File: config.mk
export PLATFORM = sky130hd
export DESIGN_NAME = uart_rx_flat
export DESIGN_NICKNAME = d
export VERILOG_FILES = /design/src/rtl/uart_rx_pkg.sv /design/src/rtl/uart_rx_if.sv /design/src/rtl/uart_rx_sync_2ff.sv /design/src/rtl/uart_rx.sv /design/src/flat_wrapper.sv
export SDC_FILE = /design/constraint.sdc
export NUM_CORES = 1
export LEC_CHECK = 0
export ABC_AREA = 1
export BUFFER_PORTS_ARGS = -buffer_cell sky130_fd_sc_hd__buf_2
export CAP_MARGIN = 10
export CORE_ASPECT_RATIO = 0.75
export CORE_MARGIN = 3
export CORE_UTILIZATION = 60
export DETAILED_ROUTE_END_ITERATION = 8
export PLACE_DENSITY = 0.89
export SLEW_MARGIN = 20
export SYNTH_ARGS = -nofsm -noshare
export SYNTH_HDL_FRONTEND = slang
export SYNTH_HIERARCHICAL = 1
export SYNTH_SLANG_ARGS = --single-unit
File: constraint.sdc
create_clock -name clock -period 2.1 [get_ports clock]
set_clock_uncertainty 0.1 [all_clocks]
set_input_delay 0.525 -clock clock [delete_from_list [all_inputs] [get_ports clock]]
set_output_delay 0.525 -clock clock [all_outputs]
set_load 0.03 [all_outputs]
File: src/rtl/uart_rx_pkg.sv
// uart_rx_pkg
//   Shared definitions for the UART receiver: FSM state encoding, frame
//   data width and the default bit period (50 MHz system clock, 9600 baud).
//   No ports; imported by the interface and by the receiver modules.
package uart_rx_pkg;

  localparam int DATA_BITS              = 8;
  localparam int UART_CLOCK_BIT_DEFAULT = 5208;

  typedef enum logic [1:0] {
    IDLE  = 2'd0,
    START = 2'd1,
    DATA  = 2'd2,
    STOP  = 2'd3
  } rx_state_e;

endpackage

File: src/rtl/uart_rx_if.sv
// uart_rx_if
//   Bundles the serial line and the parallel byte port of the receiver.
//   Signals:
//     rx          serial input, idle high
//     readdata    last correctly received byte
//     valid       one-cycle strobe, readdata updated
//     frame_error one-cycle strobe, stop bit sampled low
//     active      high while a frame is being received
//   Modports:
//     master  line driver / byte consumer side (drives rx)
//     slave   the receiver itself (drives the byte port)
interface uart_rx_if import uart_rx_pkg::*; ();

  logic                 rx;
  logic [DATA_BITS-1:0] readdata;
  logic                 valid;
  logic                 frame_error;
  logic                 active;

  modport master (output rx, input readdata, valid, frame_error, active);
  modport slave  (input rx, output readdata, valid, frame_error, active);

endinterface

File: src/rtl/uart_rx_sync_2ff.sv
// uart_rx_sync_2ff
//   Two-flop synchronizer for a single asynchronous input.
//   Ports:
//     clock  system clock, rising edge
//     reset  asynchronous active-low reset; both flops load preset
//     d      asynchronous input
//     q      synchronized output
//   Parameter preset: value held by both flops while in reset.
module uart_rx_sync_2ff #(
  parameter logic preset = 1'b1
) (
  input  logic clock,
  input  logic reset,
  input  logic d,
  output logic q
);

  logic meta;

  always_ff @(posedge clock or negedge reset) begin
    if (!reset) begin
      meta <= preset;
      q    <= preset;
    end else begin
      meta <= d;
      q    <= meta;
    end
  end

endmodule

File: src/rtl/uart_rx.sv
// uart_rx
//   8N1 serial receiver. Recovers frames from the rx line, samples each bit
//   once at its middle, checks start and stop bits and presents the byte on
//   a parallel port with a one-cycle valid strobe.
//   Ports:
//     clock   system clock, rising edge
//     reset   asynchronous active-low reset
//     bus     uart_rx_if.slave: rx in; readdata, valid, frame_error, active out
//   Parameter uart_clock_bit: clock cycles per bit, must be >= 4.
//
//   state | meaning
//   ------+-----------------------------------------------------------------
//   IDLE  | line idle; wait for rx_s low (or for rx_s high after a bad stop)
//   START | count to mid start bit, confirm the line is still low
//   DATA  | sample one data bit per bit period, LSB first
//   STOP  | sample mid stop bit, strobe valid or frame_error, back to IDLE
module uart_rx import uart_rx_pkg::*; #(
  parameter int uart_clock_bit = UART_CLOCK_BIT_DEFAULT
) (
  input  logic     clock,
  input  logic     reset,
  uart_rx_if.slave bus
);

  localparam int             CW       = $clog2(uart_clock_bit);
  localparam logic [CW-1:0]  CNT_LAST = CW'(uart_clock_bit - 1);
  localparam logic [CW-1:0]  CNT_HALF = CW'(uart_clock_bit / 2 - 1);
  localparam logic [2:0]     IDX_LAST = 3'(DATA_BITS - 1);

  logic                 rx_s;
  rx_state_e            state, state_n;
  logic [CW-1:0]        cnt, cnt_n;
  logic [2:0]           idx, idx_n;
  logic [DATA_BITS-1:0] shift, shift_n;
  logic [DATA_BITS-1:0] readdata_q, readdata_n;
  logic                 valid_q, valid_n;
  logic                 ferr_q, ferr_n;
  logic                 active_q, active_n;
  // Set by a bad stop bit: a held-low line (break) must go high again
  // before another start bit is accepted.
  logic                 hold_q, hold_n;

  uart_rx_sync_2ff #(.preset(1'b1)) u_sync (
    .clock (clock),
    .reset (reset),
    .d     (bus.rx),
    .q     (rx_s)
  );

  always_ff @(posedge clock or negedge reset) begin
    if (!reset) begin
      state      <= IDLE;
      cnt        <= '0;
      idx        <= '0;
      shift      <= '0;
      readdata_q <= '0;
      valid_q    <= 1'b0;
      ferr_q     <= 1'b0;
      active_q   <= 1'b0;
      hold_q     <= 1'b0;
    end else begin
      state      <= state_n;
      cnt        <= cnt_n;
      idx        <= idx_n;
      shift      <= shift_n;
      readdata_q <= readdata_n;
      valid_q    <= valid_n;
      ferr_q     <= ferr_n;
      active_q   <= active_n;
      hold_q     <= hold_n;
    end
  end

  always_comb begin
    state_n    = state;
    cnt_n      = cnt;
    idx_n      = idx;
    shift_n    = shift;
    readdata_n = readdata_q;
    valid_n    = 1'b0;
    ferr_n     = 1'b0;
    hold_n     = hold_q;

    case (state)
      IDLE: begin
        if (hold_q) begin
          if (rx_s) hold_n = 1'b0;
        end else if (!rx_s) begin
          cnt_n   = '0;
          state_n = START;
        end
      end

      START: begin
        if (cnt == CNT_HALF) begin
          if (rx_s) begin
            state_n = IDLE;
          end else begin
            cnt_n   = '0;
            idx_n   = '0;
            state_n = DATA;
          end
        end else begin
          cnt_n = cnt + 1'b1;
        end
      end

      DATA: begin
        if (cnt == CNT_LAST) begin
          cnt_n          = '0;
          shift_n[idx]   = rx_s;
          // idx wraps 7 -> 0 on the last data bit, ready for the next frame.
          idx_n          = idx + 3'd1;
          if (idx == IDX_LAST) state_n = STOP;
        end else begin
          cnt_n = cnt + 1'b1;
        end
      end

      STOP: begin
        if (cnt == CNT_LAST) begin
          // Leave at mid stop bit so a back-to-back start edge is not missed.
          cnt_n   = '0;
          state_n = IDLE;
          if (rx_s) begin
            readdata_n = shift;
            valid_n    = 1'b1;
          end else begin
            ferr_n = 1'b1;
            hold_n = 1'b1;
          end
        end else begin
          cnt_n = cnt + 1'b1;
        end
      end

      default: state_n = IDLE;
    endcase

    active_n = (state_n != IDLE);
  end

  assign bus.readdata    = readdata_q;
  assign bus.valid       = valid_q;
  assign bus.frame_error = ferr_q;
  assign bus.active      = active_q;

endmodule
File: src/flat_wrapper.sv
// flat-port wrapper written by rule: the top's interface ports become plain ports
module uart_rx_flat import uart_rx_pkg::*;
#(
  parameter int uart_clock_bit = UART_CLOCK_BIT_DEFAULT
)
  (clock, reset, bus_rx, bus_readdata, bus_valid, bus_frame_error, bus_active);
  uart_rx_if bus_i ();
  input  logic clock;
  input  logic reset;
  input wire logic [$bits(bus_i.rx)-1:0] bus_rx;
  output wire logic [$bits(bus_i.readdata)-1:0] bus_readdata;
  output wire logic [$bits(bus_i.valid)-1:0] bus_valid;
  output wire logic [$bits(bus_i.frame_error)-1:0] bus_frame_error;
  output wire logic [$bits(bus_i.active)-1:0] bus_active;
  assign bus_i.rx = bus_rx;
  assign bus_readdata = bus_i.readdata;
  assign bus_valid = bus_i.valid;
  assign bus_frame_error = bus_i.frame_error;
  assign bus_active = bus_i.active;
  uart_rx #(.uart_clock_bit(uart_clock_bit)) u_core (.clock(clock), .reset(reset), .bus(bus_i));
endmodule
==> results of run 1 <==
[metrics by stage]
| step | util | setup WS [ns] | hold WS [ns] | cell area, um2 | cells |
|---|---|---|---|---|---|
| 6_report | 0.710 | 0.250 | 0.0864 | 2380 | 347 |
| 5_1_grt | 0.710 | 0.0597 | 0.109 | 2380 | 347 |
| 4_1_cts | 0.710 | 0.293 | 0.0969 | 2380 | 347 |
| 3_5_place_dp | 0.676 | 0.310 | 0.250 | 2270 | 339 |
| 3_3_place_gp | 0.676 | 0.403 | 0.246 | 2270 | 339 |
| 2_1_floorplan | - | 0.536 | 0.129 | 2150 | 288 |
[power breakdown]
part           total (uW)  internal (uW)  switching, uW
Combinational        27.0           6.45           20.5
Clock                 615            351            263
Sequential            774            773          0.769
[worst max-delay path, cell delays in order, from the launching register on]
cell and delay, ns:
dfrtp_1 0.39, ha_1 0.24, nand2_1 0.07, nor2_1 0.23, nand3_1 0.15, nand2_2 0.12, nand2_4 0.13, inv_1 0.16
o21bai_1 0.08, nand2_1 0.06, inv_1 0.03
[how the worst min path moves through the flow]
stage	start	to	slack [ns]	depth (start not counted)
6_report	reset	u_core/bus.readdata[4]	0.09	1
5_1_grt	reset	u_core/bus.readdata[4]	0.11	1
3_3_place_gp	u_core/u_sync/meta	u_core/u_sync/q	0.25	0
2_1_floorplan	reset	u_core/bus.active	0.13	0
3_5_place_dp	u_core/u_sync/meta	u_core/u_sync/q	0.25	0
4_1_cts	reset	u_core/bus.readdata[4]	0.1	1
[cell usage after synthesis (2+ instances only)]
cell type   n  share of area
nand2_4     2          0.010
inv_2       8          0.014
nand4_1     6          0.017
ha_1        3          0.017
nand2_2     5          0.015
nor2_2      3         0.0087
dfrtp_1    38           0.44
nor2_4      2          0.010
o21ai_1     5          0.012
o21ai_0    13          0.030
nor2_1     31          0.054
nand3_1    26          0.060
nor3_1      5          0.012
nand2_1    79           0.14
inv_1      40          0.070
dfstp_2     2          0.024
a21oi_1     7          0.016
[sequential cells by signal (all words and copies together) (netlist names)]
register and count:
u_core/cnt 13, u_core/hold_q 1, u_core/idx 3, u_core/u_sync/q 1, u_core/bus.frame_error 1, u_core/bus.active 1
u_core/u_sync/meta 1, u_core/bus.readdata 8, u_core/bus.valid 1, u_core/state 2, u_core/shift 8
[logic make-up after synthesis]
| family | Yosys count |
|---|---|
| AOI/OAI and AO/OA | 28 |
| xor gates and xnor gates | 1 |
| adders and majority gates | 3 |
| buffers and inverters | 52 |
| DFF | 40 |
| and+or+nand+nor | 164 |
[per-layer routing]
layer / GRT usage / wire length, um
met1: 0.366 / 2200
met2: 0.320 / 1940
met3: 0.0589 / 359
met4: 0.0798 / 36
met5: 0 / 0
[layout make-up]
class	count	area (um2)	share of cell area
Sequential cell	40	1000	0.421
Clock buffer	5	68.8	0.0289
Tap cell	40	50.0	0.0210
Timing Repair Buffer	15	92.6	0.0389
Multi-Input combinational cell	196	943	0.396
Clock inverter	3	42.5	0.0179
Inverter	48	180	0.0757
==> metrics.md, run 1 <==
| Metric | Value |
|---|---|
| DP HPWL | `approximately 3.5 mm` |
| Critical Path End | `u_core/cnt[5]` |
| Hold Vio Cnt, Final | `0` |
| Unrepaired setup endpoints after global routing | `no` |
| Status | `finished, final reports clean` |
| DRC viols | `0` |
| Pleak | `0.00131 uW` |
| R2R depth | `10` |
| First-pass GRT wire length | `7.66 mm` |
| Avg Inst Size Synth | `between 7 and 8 um2` |
| Synth Register Bits | `40` |
| Starting density of the core | `0.642` |
| Post-Synth Adder-Cell Area | `0.0174` |
| Number of diodes | `0` |
| Clock Path Buffers | `2` |
| Most common library cell in the layout ignoring fill and taps | `nand2_1` |
| WL final | `roughly 4.5 mm` |
| Layout Nets | `around 310` |
| Crit Reg-Reg Endpoint | `u_core/cnt[5]` |
| Area growth syn-to-layout | `10.5%` |
| IO buf count | `13` |
| Largest family of logic cells by synthesized area | `simple AND/OR/NAND/NOR gates` |
| Startpoint type of the worst setup path | `register` |
| Fmax | `0.541 GHz` |
| Slew @ Worst Pin | `just under 0.5 ns` |
| Via count of the first global-routing pass | `around 1700` |
| Cts hold-fix bufs | `0` |
| Via/cell ratio | `about 5.3` |
| Hold Crit Class | `input pin to asynchronous set/reset pin` |
| Die Area | `about 4400 um2` |
| Core area | `3360 um2` |
| FFs w/ async S/R, synth | `1.00` |
| CP startpoint | `u_core/cnt[0]` |
| Postcts setup bufs | `0` |
| Critical Path AT | `~1.9 ns` |
| Peak supply drop | `about 0.56 mV` |
| Synth Cell Area | `around 2200 um2` |
| Post-synth top flop | `dfrtp_1` |
| Most frequent cells in the layout | `nand2_1, inv_1, dfrtp_1, nor2_1, nand3_1` |
| P per Cell Area | `594 nW/um2` |
| Share of cells above drive strength 1 | `0.156` |
| Setup TNS | `0 ns` |
| Rel. slew slack | `0.675` |
| Post-synthesis mux area share | `0` |
| # rows | `18` |
| Post-synthesis compound-gate area fraction | `0.0679` |
| Post-route ant nets | `0` |
| Reg-to-reg slack, setup | `~0.25 ns` |
| CTS sink cnt | `40` |
| Synthesized Nets | `294` |
| Gr ovfl total | `0` |
| Initial antenna violation count | `0` |
| Top Ports | `14` |
| Final Power | `~1400 uW` |
| Root buffer cell | `clkbuf_8` |
| Vias | `between 1500 and 2000` |
| Post-CTS sizing | `0` |
| Final setup vio count | `0` |
| EDFF count, synth | `0` |
| Tmin final | `approximately 1.8 ns` |
| Crit-path max FO | `17` |
| Worst endpoint required time | `2.19 ns` |
| Gpl congestion | `slightly above 0.9` |
| R2r startpoint | `u_core/cnt[0]` |
| Simple-Gate Fraction of Synth Area | `0.348` |
| Gr usage total | `0.236` |
| Crit share post-route | `0.881` |
| Yosys warns | `6` |
| Post-Synth XOR/XNOR Area | `0.00407` |
| Worst-path clk slew | `approximately 0.08 ns` |
| Post-synthesis sequential area ratio | `0.466` |
| MaxCap Viol Count | `0` |
| Worst-Skew Late Latency | `approximately 0.29 ns` |
| Max Transition Viols Final | `0` |
| Post-synthesis cell count | `roughly 290` |
| CTS Buf Count | `5` |
| Drt wl/cell | `~13 um` |
| CTS tree | `built` |
| Depth of the CTS H-tree | `2` |
| Fill cell count | `280` |
| Die height | `57.9 um` |
| Largest net degree at the start of global routing | `22` |
| Worst Setup End Kind | `register` |
| Critical setup path kind | `register to register` |
| Pre-antenna DRT Iters | `5` |
| Chip Width | `approximately 75 um` |
| Initial DRC count | `around 180` |
| Netlist cell types | `30` |
(Power assumes the default switching activity.)
==> run 2: changes to the inputs <==
ABC_CLOCK_PERIOD_IN_PS = 2200   (was not set)
CORE_UTILIZATION = 61   (was 60)
PLACE_DENSITY = 0.9   (was 0.89)
clock period = 2.2 ns   (was 2.1 ns; I/O delays follow)
==> metrics.md, run 2 (synthesis gave the netlist of run 1 again) <==
| Metric | Value |
|---|---|
| Largest incremental delay on the critical path | `0.39 ns (about the same)` |
| CTS sink cnt | `40 (unchanged)` |
| Area growth syn-to-layout | `10.3%` |
| Worst endpoint required time | `2.29 ns (+0.10 ns)` |
| Pre-antenna DRT Iters | `4 (-1)` |
| Most frequent cells in the layout | `nand2_1, inv_1, dfrtp_1, nor2_1, nand3_1` |
| Top Ports | `14 (unchanged)` |
| Register with the highest flop count | `u_core/cnt` |
| CP startpoint | `u_core/cnt[0]` |
| Starting density of the core | `0.646 (+0.00434)` |
| Die Area | `4290 um2 (-1.5%)` |
| Slew @ Worst Pin | `0.588 ns (+0.101 ns)` |
| Final Hold Slack | `0.155 ns (+0.0690 ns)` |
| Max FFs per register | `13 (unchanged)` |
| Switch share | `0.201 (about the same)` |
| Worst Setup End Kind | `register` |
| Fmax | `0.562 GHz (+3.9%)` |
| Worst-Skew Late Latency | `0.29 ns (about the same)` |
| Initial DRC count | `201 (+9.8%)` |
| Crit-path max FO | `16 (-1)` |
| Switching power | `271 uW (-4.6%)` |
| Via/cell ratio | `5.40 (+1.3%)` |
| Fill cell count | `265 (-5.4%)` |
| Setup TNS | `0 ns (unchanged)` |
| Gpl congestion | `0.902 (-1.6%)` |
| Critical-path cell list | `ha_1 -> nand3_1 -> nor2_1 -> nand4_2 -> o21ai_0` |
| Layout Nets | `313 (+0.32%)` |
| Finished Core Util | `0.713 (+0.00329)` |
| Logic pwr share | `0.018 (about the same)` |
| Worst-path clk slew | `0.08 ns (about the same)` |
| Postcts setup bufs | `0 (unchanged)` |
| Gr usage total | `0.243 (+0.00682)` |
| Critical Path AT | `1.87 ns (-0.07 ns)` |
| Unrepaired setup endpoints after global routing | `no` |
| WL final | `4.63 mm (+2.1%)` |
| Final setup vio count | `0 (unchanged)` |
| CTS tree | `built` |
| R2R depth | `5 (-5)` |
| Hold Crit Class | `input pin to asynchronous set/reset pin` |
| Vias | `1878 (+1.6%)` |
| DP HPWL | `3.49 mm (+0.14%)` |
| Clock share of power | `0.434 (about the same)` |
| Placed cells | `340 (+0.29%)` |
| First-pass GRT wire length | `7.83 mm (+2.2%)` |
| Sequential power share | `0.548 (about the same)` |
| Core area | `3330 um2 (-0.67%)` |
| CTS Buf Count | `5 (unchanged)` |
| Tmin final | `1.78 ns (-0.0693 ns)` |
| Gr ovfl total | `0 (unchanged)` |
| Max Transition Viols Final | `0 (unchanged)` |
| Most common library cell in the layout ignoring fill and taps | `nand2_1` |
| Cts hold-fix bufs | `0 (unchanged)` |
| DRC viols | `0 (unchanged)` |
| Crit share post-route | `0.809 (-0.0716)` |
| Share of cells above drive strength 1 | `0.159 (+0.00274)` |
| Slowest CP cell | `dfrtp_1` |
| R2r startpoint | `u_core/cnt[0]` |
| Final Instance Count excl. Fillers | `348 (+0.29%)` |
| Root buffer cell | `clkbuf_8` |
| Reg-to-reg slack, setup | `0.42 ns (+0.17 ns)` |
| Chip Width | `74.6 um (-0.76%)` |
| Startpoint type of the worst setup path | `register` |
| Number of diodes | `0 (unchanged)` |
| Post-route ant nets | `0 (unchanged)` |
| Peak supply drop | `0.491 mV (-12%)` |
| Die height | `57.5 um (-0.73%)` |
| Depth of the CTS H-tree | `2 (unchanged)` |
| Largest net degree at the start of global routing | `27 (+23%)` |
| Critical setup path kind | `register to register` |
| Pleak | `0.00131 uW (about the same)` |
| Status | `finished, final reports clean` |
| Crit Reg-Reg Endpoint | `u_core/bus.readdata[4]` |
| P per Cell Area | `568 nW/um2 (-4.4%)` |
| Rel. slew slack | `0.608 (-0.0673)` |
| Via count of the first global-routing pass | `1678 (+1.1%)` |
| Post-CTS sizing | `0 (unchanged)` |
| Hold Vio Cnt, Final | `0 (unchanged)` |
| Drt wl/cell | `13.3 um (+1.8%)` |
| IO buf count | `13 (unchanged)` |
| Int Power | `1080 uW (-4.6%)` |
| Initial antenna violation count | `0 (unchanged)` |
| MaxCap Viol Count | `0 (unchanged)` |
| # rows | `18 (unchanged)` |
| Clock Path Buffers | `2 (unchanged)` |
run 2: cell types whose count changed in the layout (fill, tap and decap cells not counted), sizes merged:
cell,previous run,this run
buf,15,16
run 2: worst max-delay path by stage:
| stage | end | slack, ns | depth (start not counted) |
|---|---|---|---|
| after floorplan | u_core/cnt[3] | 0.64 | 11 |
| after global placement | u_core/bus.readdata[0] | 0.53 | 6 |
| after detailed placement | u_core/bus.readdata[4] | 0.44 | 5 |
| after CTS | u_core/bus.readdata[4] | 0.41 | 5 |
| after global routing | u_core/bus.readdata[4] | 0.26 | 5 |
| final | u_core/bus.readdata[4] | 0.42 | 5 |
run 2: stage by stage:
stage	setup slack (ns)	instance area [um2]	power (uW)
6_report	0.419	2380	1350
4_1_cts	0.412	2380	1360
3_3_place_gp	0.532	2260	778
3_5_place_dp	0.440	2260	779
5_1_grt	0.259	2380	1400
2_1_floorplan	0.636	2150	757
run 2: power groups by stage:
stage	registers (uW)	clock network (uW)	logic [uW]
5_1_grt	740	632	26.8
2_1_floorplan	754	0	3.10
3_3_place_gp	754	0	24.3
3_5_place_dp	754	0	24.6
4_1_cts	740	597	24.4
6_report	740	586	23.7
run 2: final cells by class:
class | instances | area [um2] | area share
clock inverter | 3 | 42.5 | 0.0179
clock buffer | 5 | 68.8 | 0.0290
multi-input combinational | 196 | 943 | 0.397
tap | 40 | 50.0 | 0.0211
timing repair buffer | 16 | 87.6 | 0.0369
inverter | 48 | 180 | 0.0758
sequential | 40 | 1000 | 0.422
run 2: worst max-delay path, delay by kind of cell, from the launching register on:
family          cells  cell delay (ns)
flops               1             0.39
compound gates      1             0.32
simple gates        3             0.63
fa+ha+maj           1             0.24
run 2: metal layers:
metal  share of wire  wire length, um  global-route usage  vias to the layer above
met5               0                0                   0                        -
met2            0.43             2010               0.339                       80
met4          0.0067               31              0.0558                        0
met3            0.11              496              0.0915                        6
li1                -                -                   -                      937
met1            0.45             2090               0.358                      855
==> run 3: changes to the inputs <==
ABC_AREA = 0   (was 1)
ABC_CLOCK_PERIOD_IN_PS = 1600   (was 2200)
CORE_UTILIZATION = 53   (was 61)
PLACE_DENSITY = 0.84   (was 0.9)
clock period = 1.6 ns   (was 2.2 ns; I/O delays follow)
==> metrics.md, run 3 <==
| Metric | Value |
|---|---|
| Status | `finished with violations` |
| Failing checks | `setup timing` |
| Top Ports | `14 (unchanged)` |
| Gpl congestion | `0.859 (-4.7%)` |
| Placed cells | `261 (-23%)` |
| Peak supply drop | `0.592 mV (+21%)` |
| Largest net degree at the start of global routing | `20 (-26%)` |
| Crit Reg-Reg Endpoint | `u_core/shift[1]` |
| Slew @ Worst Pin | `0.536 ns (-0.0520 ns)` |
| Fmax | `0.477 GHz (-15%)` |
| Final setup vio count | `37 (+37)` |
| Fill cell count | `193 (-27%)` |
| Synth Register Bits | `40 (unchanged)` |
| Root buffer cell | `clkbuf_8` |
| Hold EP | `u_core/u_sync/meta` |
| Via/cell ratio | `6.19 (+15%)` |
| Fin area | `2780 um2 (+17%)` |
| Post-synthesis sequential area ratio | `0.508 (+0.0425)` |
| Netlist cell types | `44 (+47%)` |
| Most frequent cell after synthesis | `dfrtp_1` |
| Crit share post-route | `1.31 (+0.500)` |
| Number of diodes | `0 (unchanged)` |
| Pre-antenna DRT Iters | `4 (unchanged)` |
| Final Power | `1930 uW (+43%)` |
| Hold Vio Cnt, Final | `0 (unchanged)` |
| Most common library cell in the layout ignoring fill and taps | `buf_4` |
| MaxCap Viol Count | `0 (unchanged)` |
| CTS tree | `built` |
| Yosys warns | `6 (unchanged)` |
| WL final | `6.13 mm (+32%)` |
| Starting density of the core | `0.577 (-0.0696)` |
| Critical setup path kind | `register to register` |
| Rel. slew slack | `0.642 (+0.0347)` |
| Most common library cells after synthesis | `dfrtp_1, mux2_2, nor2_1` |
| # rows | `18 (unchanged)` |
| Crit-path max FO | `5 (-11)` |
| Most frequent cells in the layout | `buf_4, dfrtp_1, mux2_4, buf_2, nor2_1` |
| Die height | `58.9 um (+2.4%)` |
| R2R depth | `8 (+3)` |
| Switching power | `436 uW (+61%)` |
| Sequential power share | `0.527 (-0.021)` |
| Avg Inst Size Synth | `11.8 um2 (+57%)` |
| Hold Crit Class | `input pin to register` |
| Chip Width | `76.5 um (+2.5%)` |
| Gr usage total | `0.250 (+0.00719)` |
| IO buf count | `13 (unchanged)` |
| Gr ovfl total | `0 (unchanged)` |
| Post-route ant nets | `0 (unchanged)` |
| DP HPWL | `3.34 mm (-4.1%)` |
| Share of cells above drive strength 1 | `0.526 (+0.367)` |
| Drt wl/cell | `22.0 um (+66%)` |
| Pleak | `0.00138 uW (+5.2%)` |
| Top cell type's share of synthesized area | `0.482 (+0.0403)` |
| Max Transition Viols Final | `0 (unchanged)` |
| Initial DRC count | `219 (+9.0%)` |
| DRC viols | `0 (unchanged)` |
| Min-delay src | `bus_rx` |
| Layout Nets | `233 (-26%)` |
| Tmin final | `2.10 ns (+0.315 ns)` |
| CTS sink cnt | `40 (unchanged)` |
| Leading area contributor after synthesis | `dfrtp_1` |
| Critical Path AT | `2.19 ns (+0.32 ns)` |
| Logic pwr share | `0.024 (+0.006)` |
| Reg-to-reg slack, setup | `-0.50 ns (-0.91 ns)` |
| EDFF count, synth | `0 (unchanged)` |
| Depth of the CTS H-tree | `2 (unchanged)` |
| Worst Hold Path Cells | `1` |
| Worst endpoint required time | `1.69 ns (-0.60 ns)` |
| CTS Buf Count | `5 (unchanged)` |
| Top post-synthesis cells by area | `dfrtp_1, mux2_2, a31oi_1, dfstp_2, nor2_1` |
| Vias | `1722 (-8.3%)` |
| FFs w/ async S/R, synth | `1.00 (unchanged)` |
| Final Instance Count excl. Fillers | `278 (-20%)` |
| Synth Cell Area | `1970 um2 (-8.4%)` |
| Area growth syn-to-layout | `40.7%` |
| Setup TNS | `-13.28 ns (-13.28 ns)` |
| Int Power | `1500 uW (+39%)` |
| Worst Setup End Kind | `register` |
| Clock share of power | `0.449 (+0.015)` |
| Startpoint type of the worst setup path | `register` |
| Unrepaired setup endpoints after global routing | `yes` |
| First-pass GRT wire length | `8.49 mm (+8.5%)` |
| Initial antenna violation count | `0 (unchanged)` |
| Register with the highest flop count | `u_core/cnt` |
| Post-synthesis cell count | `168 (-42%)` |
| P per Cell Area | `696 nW/um2 (+22%)` |
| Die Area | `4500 um2 (+5.0%)` |
| Worst-path clk slew | `0.07 ns (about the same)` |
| Clock Path Buffers | `2 (unchanged)` |
| R2r startpoint | `u_core/cnt[1]` |
| Via count of the first global-routing pass | `1698 (+1.2%)` |
| Max FFs per register | `13 (unchanged)` |
| Area of placed instances | `2390 um2 (+5.6%)` |
| Post-synth top flop | `dfrtp_1` |
| Min setup slack post-route | `-0.495 ns (-0.915 ns)` |
| Final Hold Slack | `0.0900 ns (-0.0655 ns)` |
| Switch share | `0.225 (+0.0243)` |
| Core area | `3420 um2 (+2.7%)` |
| Worst-Skew Late Latency | `0.32 ns (+0.03 ns)` |
| Synthesized Nets | `174 (-41%)` |
run 3: cells by family (layout without fill, tap and decap cells):
kind of cell / Yosys count / after routing / synth area share
AND/OR/NAND/NOR: 61 / 61 / 0.202
adder cells (fa/ha/maj): 3 / 3 / 0.0190
flip-flops: 40 / 40 / 0.508
multiplexers: 20 / 20 / 0.120
buffers and inverters: 11 / 71 / 0.0386
AO/OA/AOI/OAI: 33 / 33 / 0.112
run 3: per-layer routing:
layer,track usage,vias up,part of all wire
met4,0.132,0,0.034
met1,0.300,857,0.40
met2,0.426,99,0.48
met5,0,-,0
met3,0.0612,23,0.079
li1,-,743,-
run 3: cell type report:
class                      count  area, um2  share of cell area
clock buffer                   5       68.8              0.0248
tap                           50       62.6              0.0225
timing repair buffer          60        473               0.170
inverter                       3       11.3             0.00405
sequential                    40       1000               0.361
multi-input combinational    117       1110               0.400
clock inverter                 3       47.5              0.0171
run 3: worst max path at each step:
stage | from | end
2_1_floorplan | u_core/cnt[0] | u_core/shift[3]
3_3_place_gp | u_core/cnt[0] | u_core/shift[3]
3_5_place_dp | u_core/cnt[0] | u_core/shift[7]
4_1_cts | u_core/cnt[1] | u_core/shift[7]
5_1_grt | u_core/cnt[1] | u_core/shift[1]
6_report | u_core/cnt[1] | u_core/shift[1]
run 3: power groups by stage:
stage          registers [uW]  logic [uW]  clock network (uW)
3_3_place_gp             1040        37.7                   0
6_report                 1020        45.9                 869
3_5_place_dp             1040        40.2                   0
4_1_cts                  1020        42.7                 855
2_1_floorplan            1040        7.11                   0
5_1_grt                  1020        51.1                 930
run 3: per-stage QoR:
stage          setup WS, ns   util
6_report             -0.495  0.811
5_1_grt              -0.555  0.811
4_1_cts              -0.417  0.752
3_5_place_dp         -0.412  0.699
3_3_place_gp         -0.326  0.699
2_1_floorplan        -0.403      -
run 3: worst max-delay path: stages (launching register included):
cell	delay [ns]
dfrtp_1	0.36
ha_2	0.20
nor3b_4	0.24
nand4_4	0.13
nor3b_4	0.32
buf_6	0.17
buf_12	0.11
nand3_4	0.06
mux2_4	0.30
run 3: what timing repair did:
| action | 4_1_cts | 5_1_grt |
|---|---|---|
| setup endpoints to repair | 35 | 38 |
| pin swaps | 12 | 8 |
| setup buffers | 2 | 6 |
| resized for setup | 12 | 28 |
| hold buffers | 1 | 0 |
| hold endpoints to repair | 11 | 0 |
